**src/rtl/ring_sampler_pkg.sv**
```systemverilog
// Shared types and constants for the ring oscillator sampler.
package ring_sampler_pkg;

  typedef enum logic [1:0] {
    StIdle,
    StCount,
    StDrain,
    StHold
  } state_e;

  // The enable drops one synchroniser depth plus the edge-detect stage before the
  // last ring edge can reach the counter.
  function automatic int unsigned drain_cycles(input int unsigned sync_stages);
    return sync_stages + 1;
  endfunction

endpackage

```
**src/rtl/ring_sampler_if.sv**
```systemverilog
// Result port of the ring sampler: valid/ready handshake carrying count, snapshot and saturation.
interface ring_sampler_if #(
  parameter int unsigned N     = 32,
  parameter int unsigned CNT_W = 16
);

  logic             res_valid;
  logic             res_ready;
  logic [CNT_W-1:0] res_count;
  logic [N-1:0]     res_snap;
  logic             res_sat;

  modport master (
    output res_valid,
    input  res_ready,
    output res_count,
    output res_snap,
    output res_sat
  );

  modport slave (
    input  res_valid,
    output res_ready,
    input  res_count,
    input  res_snap,
    input  res_sat
  );

endinterface

```
**src/rtl/ring_sampler_sync_bus.sv**
```systemverilog
// W-wide multi-flop synchroniser with synchronous active-high reset.
module sync_bus #(
  parameter int unsigned W      = 1,
  parameter int unsigned STAGES = 2
) (
  input  logic         clk,
  input  logic         rst,
  input  logic [W-1:0] d,
  output logic [W-1:0] q
);

  logic [W-1:0] stage_q [STAGES];

  always_ff @(posedge clk) begin
    if (rst) begin
      for (int i = 0; i < STAGES; i++) stage_q[i] <= '0;
    end else begin
      stage_q[0] <= d;
      for (int i = 1; i < STAGES; i++) stage_q[i] <= stage_q[i-1];
    end
  end

  assign q = stage_q[STAGES-1];

endmodule

```
**src/rtl/ring_sampler.sv**
```systemverilog
// Gates a self-timed ring for a programmed window, counts its handshake transitions and
// returns the count plus a tap snapshot through a valid/ready result port.
module ring_sampler
  import ring_sampler_pkg::*;
#(
  parameter int unsigned N           = 32,
  parameter int unsigned SYNC_STAGES = 2,
  parameter int unsigned WIN_W       = 16,
  parameter int unsigned CNT_W       = 16
) (
  input  logic             clk,
  input  logic             rst,
  input  logic             start,
  input  logic [WIN_W-1:0] window,
  output logic             ring_en,
  input  logic             ack_in,
  input  logic [N-1:0]     taps_in,
  output logic             busy,
  ring_sampler_if.master   res
);

  localparam int unsigned      D         = drain_cycles(SYNC_STAGES);
  localparam logic [WIN_W-1:0] DrainLoad = WIN_W'(D - 1);
  localparam logic [CNT_W-1:0] CntMax    = '1;

  logic [N:0]       sync_out;
  logic             ack_s;
  logic [N-1:0]     taps_s;
  logic             prev_ack_q;
  logic             ack_edge;
  logic             counting;

  state_e           state_q, state_d;
  logic [WIN_W-1:0] timer_q, timer_d;
  logic [CNT_W-1:0] count_q, count_d;
  logic             sat_q, sat_d;
  logic [N-1:0]     snap_q, snap_d;
  logic             ring_en_q;

  sync_bus #(
    .W      (N + 1),
    .STAGES (SYNC_STAGES)
  ) u_sync (
    .clk (clk),
    .rst (rst),
    .d   ({ack_in, taps_in}),
    .q   (sync_out)
  );

  assign ack_s    = sync_out[N];
  assign taps_s   = sync_out[N-1:0];
  assign ack_edge = ack_s ^ prev_ack_q;

  always_comb begin
    state_d  = state_q;
    timer_d  = timer_q;
    count_d  = count_q;
    sat_d    = sat_q;
    snap_d   = snap_q;
    counting = 1'b0;

    unique case (state_q)
      StIdle: begin
        if (start) begin
          count_d = '0;
          sat_d   = 1'b0;
          if (window != '0) begin
            state_d = StCount;
            timer_d = window - 1'b1;
          end else begin
            state_d = StDrain;
            timer_d = DrainLoad;
          end
        end
      end
      StCount: begin
        counting = 1'b1;
        if (timer_q == '0) begin
          state_d = StDrain;
          timer_d = DrainLoad;
        end else begin
          timer_d = timer_q - 1'b1;
        end
      end
      StDrain: begin
        counting = 1'b1;
        if (timer_q == '0) begin
          snap_d  = taps_s;
          state_d = StHold;
        end else begin
          timer_d = timer_q - 1'b1;
        end
      end
      StHold: begin
        if (res.res_ready) state_d = StIdle;
      end
      default: state_d = StIdle;
    endcase

    // Clearing on start and counting are in different states, so they never collide.
    if (counting && ack_edge) begin
      if (count_q == CntMax) sat_d = 1'b1;
      else                   count_d = count_q + 1'b1;
    end
  end

  always_ff @(posedge clk) begin
    if (rst) begin
      state_q    <= StIdle;
      timer_q    <= '0;
      count_q    <= '0;
      sat_q      <= 1'b0;
      snap_q     <= '0;
      prev_ack_q <= 1'b0;
      ring_en_q  <= 1'b0;
    end else begin
      state_q    <= state_d;
      timer_q    <= timer_d;
      count_q    <= count_d;
      sat_q      <= sat_d;
      snap_q     <= snap_d;
      prev_ack_q <= ack_s;
      ring_en_q  <= (state_d == StCount);
    end
  end

  assign ring_en       = ring_en_q;
  assign busy          = (state_q != StIdle);
  assign res.res_valid = (state_q == StHold);
  assign res.res_count = count_q;
  assign res.res_snap  = snap_q;
  assign res.res_sat   = sat_q;

endmodule

```
**src/flat_wrapper.sv**
```systemverilog
// flat-port wrapper written by rule: the top's interface ports become plain ports
module ring_sampler_flat import ring_sampler_pkg::*;
#(
  parameter int unsigned N           = 32,
  parameter int unsigned SYNC_STAGES = 2,
  parameter int unsigned WIN_W       = 16,
  parameter int unsigned CNT_W       = 16
)
  (clk, rst, start, window, ring_en, ack_in, taps_in, busy, res_res_valid, res_res_ready, res_res_count, res_res_snap, res_res_sat);
  ring_sampler_if #(.N(N), .CNT_W(CNT_W)) res_i ();
  input  logic clk;
  input  logic rst;
  input  logic start;
  input  logic [WIN_W-1:0] window;
  output logic ring_en;
  input  logic ack_in;
  input  logic [N-1:0] taps_in;
  output logic busy;
  output wire logic [$bits(res_i.res_valid)-1:0] res_res_valid;
  input wire logic [$bits(res_i.res_ready)-1:0] res_res_ready;
  output wire logic [$bits(res_i.res_count)-1:0] res_res_count;
  output wire logic [$bits(res_i.res_snap)-1:0] res_res_snap;
  output wire logic [$bits(res_i.res_sat)-1:0] res_res_sat;
  assign res_res_valid = res_i.res_valid;
  assign res_i.res_ready = res_res_ready;
  assign res_res_count = res_i.res_count;
  assign res_res_snap = res_i.res_snap;
  assign res_res_sat = res_i.res_sat;
  ring_sampler #(.N(N), .SYNC_STAGES(SYNC_STAGES), .WIN_W(WIN_W), .CNT_W(CNT_W)) u_core (.clk(clk), .rst(rst), .start(start), .window(window), .ring_en(ring_en), .ack_in(ack_in), .taps_in(taps_in), .busy(busy), .res(res_i));
endmodule
```
**config.mk**
```make
export PLATFORM = sky130hd
export DESIGN_NAME = ring_sampler_flat
export DESIGN_NICKNAME = d
export VERILOG_FILES = /design/src/rtl/ring_sampler_pkg.sv /design/src/rtl/ring_sampler_if.sv /design/src/rtl/ring_sampler_sync_bus.sv /design/src/rtl/ring_sampler.sv /design/src/flat_wrapper.sv
export SDC_FILE = /design/constraint.sdc
export NUM_CORES = 1
export LEC_CHECK = 0
export BUFFER_PORTS_ARGS = -buffer_cell sky130_fd_sc_hd__buf_2
export CORE_MARGIN = 2
export CORE_UTILIZATION = 41
export DETAILED_ROUTE_END_ITERATION = 8
export GPL_TIMING_DRIVEN = 0
export PLACE_DENSITY = 0.64
export SYNTH_ARGS = -nofsm -noshare
export SYNTH_HDL_FRONTEND = slang
export SYNTH_SLANG_ARGS = --single-unit
```
**constraint.sdc**
```tcl
create_clock -name clk -period 2.8 [get_ports clk]
set_clock_uncertainty 0.2 [all_clocks]
set_input_delay 0.56 -clock clk [delete_from_list [all_inputs] [get_ports clk]]
set_output_delay 0.56 -clock clk [all_outputs]
set_load 0.005 [all_outputs]
```
==> impl_metrics.xml <==
<?xml version="1.0" encoding="UTF-8"?>
<metrics>
  <group name="run_status">
    <metric name="status" unit="">completed</metric>
  </group>
  <group name="drt">
    <metric name="detail_route.drc_violations" unit="">0</metric>
    <metric name="detail_route.iter0.violations" unit="">212</metric>
    <metric name="detail-route-antenna-nets" unit="">0</metric>
    <metric name="drt_pre_antenna_iters" unit="">5</metric>
    <metric name="final_wirelength" unit="mm">11.9</metric>
    <metric name="via_count" unit="">4433</metric>
    <metric name="average_wire_per_cell_in_the_routed_design" unit="µm">13.3</metric>
    <metric name="detail_route.vias_per_cell" unit="">4.95</metric>
  </group>
  <group name="timing">
    <metric name="final.setup.tns" unit="ns">0</metric>
    <metric name="final-max-slew-violation-count" unit="">0</metric>
    <metric name="max_slew_headroom" unit="%">51.8</metric>
    <metric name="max_slew.worst_pin.slew" unit="ns">0.716</metric>
    <metric name="max_clock_freq" unit="MHz">388</metric>
    <metric name="rsz0062_at_grt" unit="">false</metric>
    <metric name="timing_hold_violations_final" unit="">0</metric>
    <metric name="setup_violations" unit="">0</metric>
    <metric name="min_period" unit="ns">2.58</metric>
    <metric name="portion_of_the_clock_cycle_consumed_by_the_worst_path_in_the_final_layout" unit="%">92.0</metric>
  </group>
  <group name="global_routing">
    <metric name="antenna_found_initial" unit="">0</metric>
    <metric name="grt_start_max_net_pins" unit="">17</metric>
    <metric name="overflow" unit="">0</metric>
    <metric name="grt_pass1_vias" unit="">4196</metric>
    <metric name="grt_first_pass_wirelength" unit="mm">19.9</metric>
    <metric name="grt_use_total" unit="%">17.6</metric>
  </group>
  <group name="clock_tree">
    <metric name="cts.root.buffer_cell" unit="">clkbuf_16</metric>
    <metric name="cts.path.max_buffers" unit="">2</metric>
    <metric name="clock_slew_at_reported_path_ffs" unit="ns">0.06</metric>
    <metric name="cts_repair_resize_count" unit="">0</metric>
    <metric name="tritoncts" unit="">done</metric>
    <metric name="hold_bufs_at_cts" unit="">0</metric>
    <metric name="post_cts_setup_inserts" unit="">0</metric>
    <metric name="cts_buffers" unit="">17</metric>
    <metric name="clock_sinks" unit="">135</metric>
    <metric name="h-tree-depth" unit="">4</metric>
    <metric name="clkLatencyLatePin" unit="ns">0.41</metric>
  </group>
  <group name="die">
    <metric name="core_region_area" unit="µm²">12700</metric>
    <metric name="fp-row-count" unit="">41</metric>
    <metric name="initial_core_util" unit="%">42.2</metric>
    <metric name="ios" unit="">105</metric>
    <metric name="die-height" unit="µm">118</metric>
    <metric name="die-width" unit="µm">118</metric>
    <metric name="dieArea" unit="µm²">14000</metric>
  </group>
  <group name="worst_hold_path">
    <metric name="hold_class" unit="">input pin to flip-flop</metric>
  </group>
  <group name="finish">
    <metric name="flow.area_growth_from_synthesis" unit="%">24.8</metric>
    <metric name="num-nets-final" unit="">775</metric>
    <metric name="final_cells" unit="">896</metric>
    <metric name="drive_above_1_share" unit="%">22.8</metric>
    <metric name="number_of_antenna_cells_inserted" unit="">0</metric>
    <metric name="final.fill_count" unit="">1264</metric>
  </group>
  <group name="synthesis">
    <metric name="synth_fp_nets" unit="">652</metric>
    <metric name="synth_enable_flop_cells" unit="">0</metric>
    <metric name="netlist.top_cell.by_area" unit="">dfxtp_1</metric>
    <metric name="synthesis.area_per_instance" unit="µm²">9.10</metric>
    <metric name="ys_top_cells_by_count" unit="">135 x dfxtp_1, 86 x nand2_1, 68 x nor2b_1</metric>
    <metric name="syn-cell-area" unit="µm²">5370</metric>
    <metric name="synth_compound_area_share" unit="%">13.7</metric>
    <metric name="yosysSeqAreaShare" unit="%">50.3</metric>
    <metric name="yosys_warnings" unit="">0</metric>
    <metric name="synth_top_flop_cell" unit="">dfxtp_1</metric>
    <metric name="synth-xor-area-share" unit="%">3.59</metric>
    <metric name="yosys-top-cells-area" unit="">dfxtp_1 50%, nor2b_1 7.9%, nand2_1 6.0%</metric>
    <metric name="ys_ff_latch" unit="">135</metric>
    <metric name="synthSimpleGateAreaFrac" unit="%">26.2</metric>
    <metric name="netlist.area_leader.share" unit="%">50.3</metric>
    <metric name="netlist-cell-type-count" unit="">61</metric>
    <metric name="async_flop_share" unit="%">0</metric>
    <metric name="synth_top_family_by_area" unit="">simple AND/OR/NAND/NOR gates</metric>
    <metric name="multiplexer_fraction_of_the_synthesized_cell_area" unit="%">0.373</metric>
    <metric name="syn-instance-count" unit="">590</metric>
    <metric name="synth-adder-area-share" unit="%">2.10</metric>
    <metric name="most_repeated_cell_in_the_gate_level_netlist_after_synthesis" unit="">dfxtp_1</metric>
  </group>
  <group name="power">
    <metric name="power.density" unit="nW/µm²">799</metric>
    <metric name="clkPwrFrac" unit="%">39.8</metric>
    <metric name="power.switching_fraction" unit="%">28.9</metric>
    <metric name="cellLeakagePower" unit="nW">2.70</metric>
    <metric name="vdd.ir_drop.worst" unit="mV">0.449</metric>
    <metric name="switchingPower" unit="mW">1.55</metric>
    <metric name="cell_internal_pwr" unit="mW">3.81</metric>
    <metric name="seq_power_share" unit="%">40.3</metric>
    <metric name="comb_power_share" unit="%">19.9</metric>
  </group>
  <group name="critical_path">
    <metric name="worst_r2r_setup_slack" unit="ns">0.22</metric>
    <metric name="critPathRequiredTime" unit="ns">2.87</metric>
    <metric name="start_kind" unit="">flip-flop</metric>
    <metric name="critPathMaxFanout" unit="">10</metric>
    <metric name="arrival" unit="ns">2.65</metric>
    <metric name="crit_type" unit="">flip-flop to flip-flop</metric>
    <metric name="worst_setup_path_end_kind" unit="">flip-flop</metric>
  </group>
  <group name="place">
    <metric name="dp.final_hpwl" unit="mm">8.69</metric>
    <metric name="place.gp.congestion" unit="">0.875</metric>
    <metric name="place.detailed.instances" unit="">866</metric>
    <metric name="port-buffer-count" unit="">104</metric>
  </group>
  <group name="flow_run">
    <metric name="cap_viol_max_count" unit="">0</metric>
  </group>
</metrics>
[path summary, 6_finish.rpt]
path / endpoint / from / cells past startpoint
worst max-delay path: u_core.timer_q[5] / u_core.timer_q[0] / 9
worst min-delay path: u_core.u_sync.stage_q[0][13] / taps_in[13] / 2
worst max register to register: u_core.timer_q[5] / u_core.timer_q[0] / 9
worst min register to register: u_core.u_sync.stage_q[0][58] / u_core.u_sync.stage_q[0][25] / 1
[state kept, by name (all words and copies together), names as in the netlist]
register and count:
u_core.u_sync.stage_q 66, u_core.res.res_count 16, u_core.timer_q 16, u_core.res.res_sat 1
u_core.state_q 2, u_core.prev_ack_q 1, u_core.res.res_snap 32, u_core.ring_en 1
[critical path, cell delays in order (launching register included)]
cell	delay (ns)
dfxtp_1	0.34
inv_1	0.10
ha_1	0.23
nor4b_2	0.28
nand4_1	0.35
o21bai_4	0.34
buf_4	0.23
o21ai_0	0.10
a22oi_1	0.20
nor2_1	0.06
[through the flow]
| step | total power, mW | setup WS (ns) | hold slack (ns) | instance area [µm²] | utilization [%] |
|---|---|---|---|---|---|
| finish | 5.36 | 0.223 | 0.152 | 6700 | 52.7 |
| global route | 5.64 | 0.0340 | 0.148 | 6700 | 52.7 |
| CTS | 5.38 | 0.0462 | 0.136 | 6670 | 52.4 |
| detailed placement | 3.24 | 0.0610 | 0.220 | 6100 | 48.0 |
| global placement | 3.22 | 0.0648 | 0.217 | 6100 | 48.0 |
| floorplan | 2.94 | 0.533 | 0.214 | 5370 | - |
[placed cells by master (no fill, tap or decap), types with 3 or more instances in the layout]
cell | netlist | layout
a21oi_1 | 49 | 49
a22oi_1 | 3 | 3
a32o_1 | 5 | 5
and3_1 | 4 | 4
buf_2 | 7 | 111
buf_4 | 3 | 3
buf_6 | 4 | 4
clkbuf_1 | 11 | 14
clkbuf_16 | 0 | 17
dfxtp_1 | 135 | 135
ha_1 | 9 | 9
inv_1 | 14 | 14
inv_6 | 0 | 3
nand2_1 | 86 | 85
nand3_1 | 11 | 11
nand3b_1 | 4 | 4
nand4_1 | 7 | 7
nor2_1 | 43 | 42
nor2b_1 | 68 | 68
nor3_1 | 13 | 13
nor4_1 | 5 | 5
o211ai_1 | 3 | 3
o21ai_0 | 22 | 22
o22ai_1 | 7 | 7
or3_1 | 5 | 5
or4_1 | 3 | 3
xnor2_1 | 7 | 7
xor2_1 | 15 | 15
[power groups by stage]
stage | Clock, mW | Sequential (mW) | Combinational [mW]
5_1_grt | 2.28 | 2.18 | 1.19
6_report | 2.13 | 2.16 | 1.07
4_1_cts | 2.18 | 2.16 | 1.05
3_5_place_dp | 0 | 2.20 | 1.04
3_3_place_gp | 0 | 2.19 | 1.03
2_1_floorplan | 0 | 2.17 | 0.775
[cells by family (layout without fill, tap and decap cells)]
kind of cell	after synthesis	count (layout)
AOI/OAI and AO/OA	115	115
xor gates and xnor gates	22	22
adders and majority gates	9	9
buffers and inverters	40	174
DFF	135	135
muxes	2	2
and+or+nand+nor	267	267
[cell type report]
| cell class | instances | area [µm²] | share of cell area [%] |
|---|---|---|---|
| multi-input combinational | 415 | 2490 | 37.2 |
| inverter | 14 | 52.6 | 0.784 |
| clock buffer | 21 | 450 | 6.72 |
| timing repair buffer | 104 | 520 | 7.77 |
| tap | 172 | 215 | 3.21 |
| sequential | 135 | 2700 | 40.3 |
| clock inverter | 9 | 119 | 1.77 |
| buffer | 26 | 148 | 2.20 |
[layer usage]
| layer | track usage [%] | up-vias | part of all wire [%] | wire length [µm] |
|---|---|---|---|---|
| li1 | - | 2273 | - | - |
| met1 | 22.1 | 2034 | 47 | 5580 |
| met2 | 28.2 | 113 | 46 | 5430 |
| met3 | 5.89 | 13 | 6.2 | 732 |
| met4 | 6.25 | 0 | 1.3 | 150 |
| met5 | 0 | - | 0 | 0 |
Power figures use the tool's default switching activity.
